<file path="config.mk">
export PLATFORM = sky130hd
export DESIGN_NAME = distribute_chain_injector
export DESIGN_NICKNAME = d
export VERILOG_FILES = /design/src/rtl/distribute_chain_injector.sv
export SDC_FILE = /design/constraint.sdc
export NUM_CORES = 1
export LEC_CHECK = 0
export BUFFER_PORTS_ARGS = -buffer_cell sky130_fd_sc_hd__buf_4
export CAP_MARGIN = 20
export CELL_PAD_IN_SITES_DETAIL_PLACEMENT = 1
export CELL_PAD_IN_SITES_GLOBAL_PLACEMENT = 2
export CORE_MARGIN = 10
export CORE_UTILIZATION = 42
export CTS_BUF_LIST = sky130_fd_sc_hd__clkbuf_16
export DETAILED_ROUTE_END_ITERATION = 7
export MAX_ROUTING_LAYER = met4
export PLACE_DENSITY = 0.84
export SLEW_MARGIN = 20
export SYNTH_ARGS = -nofsm -noshare
export SYNTH_HDL_FRONTEND = slang
export SYNTH_SLANG_ARGS = --single-unit
</file>
<file path="constraint.sdc">
create_clock -name clk -period 2.4 [get_ports clk]
set_clock_uncertainty 0.1 [all_clocks]
set_input_delay 0.24 -clock clk [delete_from_list [all_inputs] [get_ports clk]]
set_output_delay 0.24 -clock clk [all_outputs]
set_load 0.01 [all_outputs]
</file>
<file path="src/rtl/distribute_chain_injector.sv">
// rtl/distribute_chain_injector.sv - head-of-chain FIFO source for the one-hot distribution network
//
// Buffers {cmd, data} words and feeds the first distribute_1x2_one_hot_seq
// stage from a registered output stage that advances only with the chain enable.
//
// Ports:
//   clk, rst            clock, synchronous active-high reset
//   i_valid / o_ready   upstream handshake (o_ready = !o_full)
//   i_data_bus          upstream payload
//   i_dest_mask         bit k set = deliver to node k (node 0 first on chain)
//   i_en                chain enable, shared with the first chain stage
//   o_valid, o_data_bus, o_cmd   registered outputs to the first stage
//   o_count, o_full, o_empty     registered FIFO status
//   o_drop_cnt          saturating count of accepted zero-mask words
module distribute_chain_injector #(
    parameter int DATA_WIDTH = 32,
    parameter int NUM_NODES  = 4,
    parameter int FIFO_DEPTH = 4,
    localparam int CNT_WIDTH = $clog2(FIFO_DEPTH) + 1
) (
    input  logic                  clk,
    input  logic                  rst,
    input  logic                  i_valid,
    output logic                  o_ready,
    input  logic [DATA_WIDTH-1:0] i_data_bus,
    input  logic [NUM_NODES-1:0]  i_dest_mask,
    input  logic                  i_en,
    output logic                  o_valid,
    output logic [DATA_WIDTH-1:0] o_data_bus,
    output logic [NUM_NODES-1:0]  o_cmd,
    output logic [CNT_WIDTH-1:0]  o_count,
    output logic                  o_full,
    output logic                  o_empty,
    output logic [7:0]            o_drop_cnt
);

    localparam int PTR_W   = $clog2(FIFO_DEPTH);
    localparam int ENTRY_W = NUM_NODES + DATA_WIDTH;

    logic [ENTRY_W-1:0]    mem_q [FIFO_DEPTH];

    logic [PTR_W-1:0]      wr_ptr_q, wr_ptr_d;
    logic [PTR_W-1:0]      rd_ptr_q, rd_ptr_d;
    logic [CNT_WIDTH-1:0]  count_q, count_d;
    logic                  full_q, full_d;
    logic                  empty_q, empty_d;
    logic                  valid_q, valid_d;
    logic [NUM_NODES-1:0]  cmd_q, cmd_d;
    logic [DATA_WIDTH-1:0] data_q, data_d;
    logic [7:0]            drop_q, drop_d;

    logic [NUM_NODES-1:0]  cmd_in;
    logic [ENTRY_W-1:0]    head;
    logic                  accept;
    logic                  push;
    logic                  drop;
    logic                  pop;

    always_comb begin
        // The first node on the chain consumes the command MSB, so node k's
        // mask bit lands at position NUM_NODES-1-k.
        cmd_in = '0;
        for (int k = 0; k < NUM_NODES; k++) begin
            cmd_in[NUM_NODES-1-k] = i_dest_mask[k];
        end

        head   = mem_q[rd_ptr_q];
        accept = i_valid && !full_q;
        push   = accept && (|i_dest_mask);
        drop   = accept && !(|i_dest_mask);
        pop    = i_en && !empty_q;

        wr_ptr_d = push ? wr_ptr_q + PTR_W'(1) : wr_ptr_q;
        rd_ptr_d = pop  ? rd_ptr_q + PTR_W'(1) : rd_ptr_q;

        count_d = count_q;
        if (push && !pop) begin
            count_d = count_q + CNT_WIDTH'(1);
        end else if (pop && !push) begin
            count_d = count_q - CNT_WIDTH'(1);
        end
        full_d  = (count_d == CNT_WIDTH'(FIFO_DEPTH));
        empty_d = (count_d == '0);

        // Output register only advances with the chain enable; an empty FIFO
        // loads an all-zero bubble so the chain sees clean idle words.
        valid_d = valid_q;
        cmd_d   = cmd_q;
        data_d  = data_q;
        if (i_en) begin
            if (!empty_q) begin
                valid_d = 1'b1;
                cmd_d   = head[ENTRY_W-1 -: NUM_NODES];
                data_d  = head[DATA_WIDTH-1:0];
            end else begin
                valid_d = 1'b0;
                cmd_d   = '0;
                data_d  = '0;
            end
        end

        drop_d = drop_q;
        if (drop && (drop_q != 8'hFF)) begin
            drop_d = drop_q + 8'd1;
        end
    end

    always_ff @(posedge clk) begin
        if (rst) begin
            wr_ptr_q <= '0;
            rd_ptr_q <= '0;
            count_q  <= '0;
            full_q   <= 1'b0;
            empty_q  <= 1'b1;
            valid_q  <= 1'b0;
            cmd_q    <= '0;
            data_q   <= '0;
            drop_q   <= '0;
        end else begin
            wr_ptr_q <= wr_ptr_d;
            rd_ptr_q <= rd_ptr_d;
            count_q  <= count_d;
            full_q   <= full_d;
            empty_q  <= empty_d;
            valid_q  <= valid_d;
            cmd_q    <= cmd_d;
            data_q   <= data_d;
            drop_q   <= drop_d;
        end
    end

    // Storage needs no reset: clearing the pointers and count discards entries.
    always_ff @(posedge clk) begin
        if (push) begin
            mem_q[wr_ptr_q] <= {cmd_in, i_data_bus};
        end
    end

    assign o_ready    = !full_q;
    assign o_valid    = valid_q;
    assign o_cmd      = cmd_q;
    assign o_data_bus = data_q;
    assign o_count    = count_q;
    assign o_full     = full_q;
    assign o_empty    = empty_q;
    assign o_drop_cnt = drop_q;

endmodule

</file>
; Yosys cells after proc, flatten, opt, wreduce, memory -nomap -nowiden
; Memories as Yosys holds them, arrays and structs flattened. A register that Yosys moved wholly into a read port is not among the register bits.
; Cells that the tools add are included.
[classes]
add_sub_neg = 5
eq_ne = 2
n_mux = 9
n_reduce_logical = 14
[op_table]
columns = op, count
row1 = $mux 32, 1
row2 = $add 8x1->8 const B, 1
row3 = $ne 8x8->1 const B, 1
row4 = $logic_and 1x1->1, 7
row5 = $mux 3, 2
row6 = $logic_not 1->1, 5
row7 = $add 2x1->2 const B, 2
row8 = $mux 2, 2
row9 = $mux 4, 1
row10 = $reduce_or 4->1, 1
row11 = $add 3x1->3 const B, 1
row12 = $eq 3x3->1 const B, 1
row13 = $logic_not 3->1, 1
row14 = $mux 1, 3
row15 = $sub 3x1->3 const B, 1
[totals]
register_bits = 54
mem_bits_rw = 144
in_bits = 40
elab_cells = 40
memories = 1
[mem_list]
columns = name, words, width, read_ports, rd_ports_with_merged_regs, wr, line
row1 = mem_q, 4, 36, 1, 1, 1, 40  ; logic [ENTRY_W-1:0] mem_q [FIFO_DEPTH];

; Logic depth before layout (Yosys ltp)
; Gate-level depths: netlist of run 1.
[depth]
word_depth = 8
depth_mapped = 6
ltp_nobuf = 6

; Worst setup path before layout of run 1
; No wires, ideal clock.
[synth_path]
path_kind = reg2reg
from = register full_q, in the netlist o_full
to = memory mem_q[1][0] (netlist bit), enable pin
t_arrival_ps = 1719
path_slack_ps = 184
path_stages_with_launch = 4
path_buffers = 0
path_cell_list = dfxtp_1 -> nand2b_4 -> nor2_1 -> and2_1
[synth_via]
elab_chain_len = 5
[synth_lines]
columns = element, line
row1 = "start, declared", 45  ; logic full_q, full_d;
row2 = "start signal, assigned", 123  ; full_q <= full_d;
row3 = $logic_not 1->1, 68  ; accept = i_valid && !full_q;
row4 = $logic_and 1x1->1, 68
row5 = $logic_and 1x1->1, 69  ; push = accept && (|i_dest_mask);
row6 = $mux 1, 134  ; if (push) begin
row7 = $mux 1 (implied by the code), 135  ; mem_q[wr_ptr_q] <= {cmd_in, i_data_bus};
row8 = "end, declared", 40
; Every way passes these cells.

; Worst setup path in the final report of run 1
[layout_path]
from = input i_dest_mask[1]
to = register full_q, in the netlist o_full
[layout_via]
elab_chain_len = 7
[layout_lines]
columns = element, line
row1 = "start, declared", 26  ; input logic [NUM_NODES-1:0] i_dest_mask,
row2 = $reduce_or 4->1 (*), 69
row3 = $logic_and 1x1->1 (*), 69
row4 = $logic_not 1->1, 79  ; end else if (pop && !push) begin
row5 = $logic_and 1x1->1, 79
row6 = $mux 3, 79
row7 = $mux 3 (*), 77  ; if (push && !pop) begin
row8 = $eq 3x3->1 (*), 82  ; full_d = (count_d == CNT_WIDTH'(FIFO_DEPTH));
; Mark *: on every way between the ends. The rest lies on a longest branch, timed or not.
; A chain may end at the register's enable or synchronous reset.

==> results of run 1 <==
sequential cells by signal, summed over array words and instances, names as in the netlist, named ones only:
signal      count
mem_q         144
o_data_bus     32
o_drop_cnt      8
o_cmd           4
o_count         3
rd_ptr_q        2
wr_ptr_q        2
o_empty         1
o_full          1
o_valid         1
cells by family (layout without fill, tap and decap cells):
group                      after synthesis  count (layout)  share of synthesized area (%)
DFF                                    200             200                           72.7
adders and majority gates                7               7                           1.17
and+or+nand+nor                        121             121                           8.67
AOI/OAI and AO/OA                       50              50                           3.62
muxes                                   39              39                           11.3
buffers and inverters                   31             182                           1.64
xor gates and xnor gates                 8               8                          0.935
layout make-up:
class,count,area [sq um]
inverter,8,30.0
clock buffer,17,425
tap,225,282
clock inverter,15,110
timing repair buffer,142,1170
sequential,200,5450
fill,1688,8020
multi-input combinational,225,1940
layout by cell type (no fill, tap or decap), types with 4 or more instances in the layout:
cell type	instances
xnor2_1	6
edfxtp_1	144
clkbuf_16	17
buf_4	105
clkinv_2	7
dfxtp_1	54
a21oi_1	41
dlygate4sd3_1	36
nand2_1	7
mux4_2	36
and2_2	4
ha_1	7
nor2b_1	39
inv_1	9
nor2_1	52
worst register-to-register path, cell delays in order (launching register included):
cell	delay, ps
dfxtp_1	340
nand2b_4	150
or3_1	440
o22a_1	240
mux2_4	320
nor2b_4	130
through the flow:
step / hold WS (ps) / cell area, sq um / setup slack (ps)
CTS: 86.7 / 9400 / 368
global placement: 340 / 8500 / 562
detailed placement: 343 / 8500 / 474
global route: 97.4 / 9400 / 275
finish: 95.8 / 9400 / 367
floorplan: 239 / 7490 / 184
layer usage:
layer	track usage [%]	up-vias	wire, microns
met4	4.68	0	196
met2	25.2	92	8930
li1	-	1982	-
met3	3.43	14	655
met1	17.5	2168	7250
met5	-	-	0
power by group:
group	leakage, nW	internal [mW]	switching (mW)	total, mW
clock	0.276	1.41	1.22	2.64
sequential	1.78	4.00	0.131	4.14
combinational	1.29	0.707	0.713	1.42
final timing paths:
kind                        from  slack [ps]  cells past startpoint             end
setup / recovery  i_dest_mask[1]         370                      7          o_full
setup reg to reg          o_full         560                      5          o_full
hold reg to reg          o_valid         430                      2         o_valid
hold / removal               rst         100                      2  o_data_bus[22]
==> results.cfg, run 1 <==
[floorplanning]
rows = 48
core_sq_um = 17400
start_util_pct = 43.0
die-area_sq_um = 23600
die_width_microns = 154
die_height_microns = 154
ioPinCount = 91

[clock_network]
clock_latency_ps = 430
cts_tree = built
clock_path_buffers = 2
h-tree-depth = 4
cts_resized = 0
postCtsSetupBuffers = 0
cts_buffers = 17
hold_buffers = 36
ctsRootBufferMaster = clkbuf_16
clock_sinks = 200
path_clk_slew_ps = 70

[worst_setup_path]
crit_type = in -> reg
end_kind = register
critPathBufInv = 2
critPathRequiredTime_ps = 2610
critPathLaunchType = input port
path_cells = dlygate4sd3_1 -> buf_4 -> nor4_4 -> o21ai_1 -> o22a_1 -> mux2_4 -> nor2b_4
cpPeakStageDelay_ps = 530
crit_family = buffers and inverters
worstPathArrival_ps = 2240
crit_fanout = 5
critPathSlowestCell = dlygate4sd3_1

[yosys]
synth_top_area_share_pct = 57.7
synth_edf_count = 144
yosysMostFrequentCell = edfxtp_1
async_flop_share_pct = 0
netlist_area_sq_um = 7490
synth-seq-cells = 200
synthTopCellsByArea = edfxtp_1, dfxtp_1, mux4_2
postSynthAreaPerCell_sq_um = 16.4
yosysTopAreaCell = edfxtp_1
seq_area_frac_synth_pct = 72.7
yosys-top-cells-count = edfxtp_1, dfxtp_1, nor2_1, a21oi_1, nor2b_1
yosysWarnings = 0
synth_cell_type_count = 36
netlist_instances = 456
synth_nets = 503
ys.flop_type = edfxtp_1

[sta]
max_freq_mhz = 492
max_slew_margin_pct = 65.7
min_period_ps = 2030
tightest_slew_ps = 515
setup_violations = 0
drv_slew = 0
fin_tns_setup_ps = 0
rsz0062_at_grt = false
period_share_pct = 84.7
final-hold-violation-count = 0

[finish]
area_delta_synth_final_pct = 25.5
diodes = 0
finalNonFillerCells = 832
nets = 641
utilization_pct = 54.0
drive_gt1_share_pct = 30.5

[flow_run]
max-cap-violations = 0

[run_status]
status = finished clean

[global_routing]
first_global_vias = 4809
antenna_found_initial = 0
grt_pass1_wl_mm = 27.0
grt_usage_pct = 15.0
grt_max_degree = 39
overflow = 0

[placed_design]
hpwl_mm = 11.1
place_inst = 764
portBuffers = 90
gp_congestion = 0.752

[routing]
drt_iter0_drc = 212
drc_errors = 0
vias = 4256
drt_pre_antenna_iters = 4
routed_via_density = 5.12
antenna_left = 0
wirelength_mm = 17.0
wl_per_cell_microns = 20.5

[min_path]
hold_path_class = in -> reg

[power_and_ir_drop]
ir_drop_uv = 610
p_leak_nw = 3.34
power_mw = 8.19
powerDensity_nw_per_um2 = 871
(Power assumes the default switching activity.)
==> run 2, diff against run 1 <==
--- a/config.mk
+++ b/config.mk
@@ -10,11 +10,11 @@
 export CELL_PAD_IN_SITES_DETAIL_PLACEMENT = 1
 export CELL_PAD_IN_SITES_GLOBAL_PLACEMENT = 2
 export CORE_MARGIN = 10
-export CORE_UTILIZATION = 42
+export CORE_UTILIZATION = 38
 export CTS_BUF_LIST = sky130_fd_sc_hd__clkbuf_16
 export DETAILED_ROUTE_END_ITERATION = 7
 export MAX_ROUTING_LAYER = met4
-export PLACE_DENSITY = 0.84
+export PLACE_DENSITY = 0.8
 export SLEW_MARGIN = 20
 export SYNTH_ARGS = -nofsm -noshare
 export SYNTH_HDL_FRONTEND = slang
==> constraint.sdc (replaced) <==
create_clock -name clk -period 1.8 [get_ports clk]
set_clock_uncertainty 0.1 [all_clocks]
set_input_delay 0.18 -clock clk [delete_from_list [all_inputs] [get_ports clk]]
set_output_delay 0.18 -clock clk [all_outputs]
set_load 0.01 [all_outputs]
==> results.cfg, run 2 (synthesized netlist as in run 1, its figures left out) <==
[power_and_ir_drop]
ir_drop_uv = 742
combPwrFrac_pct = 18.2
p_int_mw = 8.12
seq_power_share_pct = 50.5
power_frac_clock_pct = 31.3
p_sw_share_pct = 25.7
powerDensity_nw_per_um2 = 1140
p_leak_nw = 3.39
power_switching_mw = 2.81

[global_routing]
overflow = 0
grt_pass1_wl_mm = 27.2
grt_usage_pct = 13.9
first_global_vias = 4853
grt_max_degree = 39
antenna_found_initial = 0

[worst_setup_path]
r2r_setup_slack_ps = 60
crit_type = reg -> reg
crit_fanout = 4
r2r_start = o_full
r2r-end = o_full
critPathRequiredTime_ps = 2010
r2r_cells = 5
worstPathArrival_ps = 1950
end_kind = register
critPathLaunchType = register

[min_path]
whs_path_depth = 2
min_to = o_data_bus[9]
hold_path_class = in -> reg
worstHoldStart = rst

[finish]
nets = 648
finalNonFillerCells = 879
area_delta_synth_final_pct = 28.4
diodes = 0
top_register = mem_q
largest_reg_flops = 144
drive_gt1_share_pct = 31.9
final_common_cell = edfxtp_1
layout_common_cells = edfxtp_1, buf_4, dfxtp_1, nor2_1, a21oi_1

[sta]
fin_tns_setup_ps = 0
rsz0062_at_grt = false
max_freq_mhz = 575
final-hold-violation-count = 0
min_period_ps = 1740
period_share_pct = 96.7
setup_violations = 0
tightest_slew_ps = 488
worst_hold_slack_ps = 39.5
setup_slack_ps = 59.4
drv_slew = 0
max_slew_margin_pct = 67.5

[clock_network]
cts_buffers = 17
clock_sinks = 200
path_clk_slew_ps = 80
cts_tree = built
ctsRootBufferMaster = clkbuf_16
h-tree-depth = 4
clock_path_buffers = 2
clock_latency_ps = 430

[placed_design]
gp_congestion = 0.795
portBuffers = 90
place_inst = 810
hpwl_mm = 11.3
dp_slack_ps = 23.7

[routing]
drc_errors = 0
wirelength_mm = 17.2
drt_iter0_drc = 219
drt_pre_antenna_iters = 4
antenna_left = 0
vias = 4315
wl_per_cell_microns = 19.5
routed_via_density = 4.91

[floorplanning]
core_sq_um = 19400
ioPinCount = 91
start_util_pct = 38.6
die_height_microns = 160
rows = 51
die_width_microns = 160
die-area_sq_um = 25700

[flow_run]
max-cap-violations = 0

[run_status]
status = finished clean
run 2: cell count changes in the layout (fill, tap and decap cells not counted), sizes merged:
cell,change
bufinv,-1
dlygate4sd3,-1
buf,+7
dlymetal6s4s,+1
clkinvlp,+4
clkinv,-2
inv,-1
run 2: through the flow:
| stage | total power, mW | util (%) | instance area [sq um] |
|---|---|---|---|
| finish | 10.9 | 49.6 | 9620 |
| global route | 11.5 | 49.6 | 9620 |
| CTS | 11.1 | 49.4 | 9590 |
| detailed placement | 7.56 | 44.8 | 8700 |
| global placement | 7.48 | 44.8 | 8700 |
| floorplan | 6.71 | - | 7500 |
run 2: area by class of cell:
cell class                 instances  area, sq um
multi-input combinational        225         1950
clock buffer                      17          425
fill                            1953         9780
tap                              265          332
inverter                           8         30.0
clock inverter                    15          106
timing repair buffer             149         1330
sequential                       200         5450
run 2: power groups by stage:
stage	combinational, mW	clock [mW]	sequential, mW
2_1_floorplan	1.10	0	5.62
3_3_place_gp	1.90	0	5.59
3_5_place_dp	1.94	0	5.62
4_1_cts	2.02	3.51	5.52
5_1_grt	2.19	3.71	5.56
6_report	1.99	3.42	5.52
run 2: worst max path at each step:
stage / from / to / cells after the start
4_1_cts: i_dest_mask[2] / o_full / 7
2_1_floorplan: o_full / mem_q[0][0] / 3
6_report: o_full / o_full / 5
3_5_place_dp: i_dest_mask[1] / o_full / 6
5_1_grt: o_full / o_full / 5
3_3_place_gp: i_dest_mask[1] / o_full / 6
run 2: worst max-delay path, cell delays in order (launching register included):
cell and delay [ps]:
dfxtp_2 340, nand2b_4 150, or3_1 380, o22a_1 210, mux2_4 320, nor2b_4 130
run 2: what timing repair did:
item	CTS	global route
hold endpoints to repair	144	0
buffers inserted	0	1
endpoints found under the setup margin	0	152
resized for setup	0	7
hold buffers	36	0
run 2: layer usage:
layer | track usage, % | share of wire (%) | vias to the layer above
met5 | - | 0 | -
met4 | 4.09 | 1.3 | 0
met3 | 3.50 | 3.5 | 16
met2 | 22.9 | 52 | 93
met1 | 16.4 | 44 | 2205
li1 | - | - | 2001
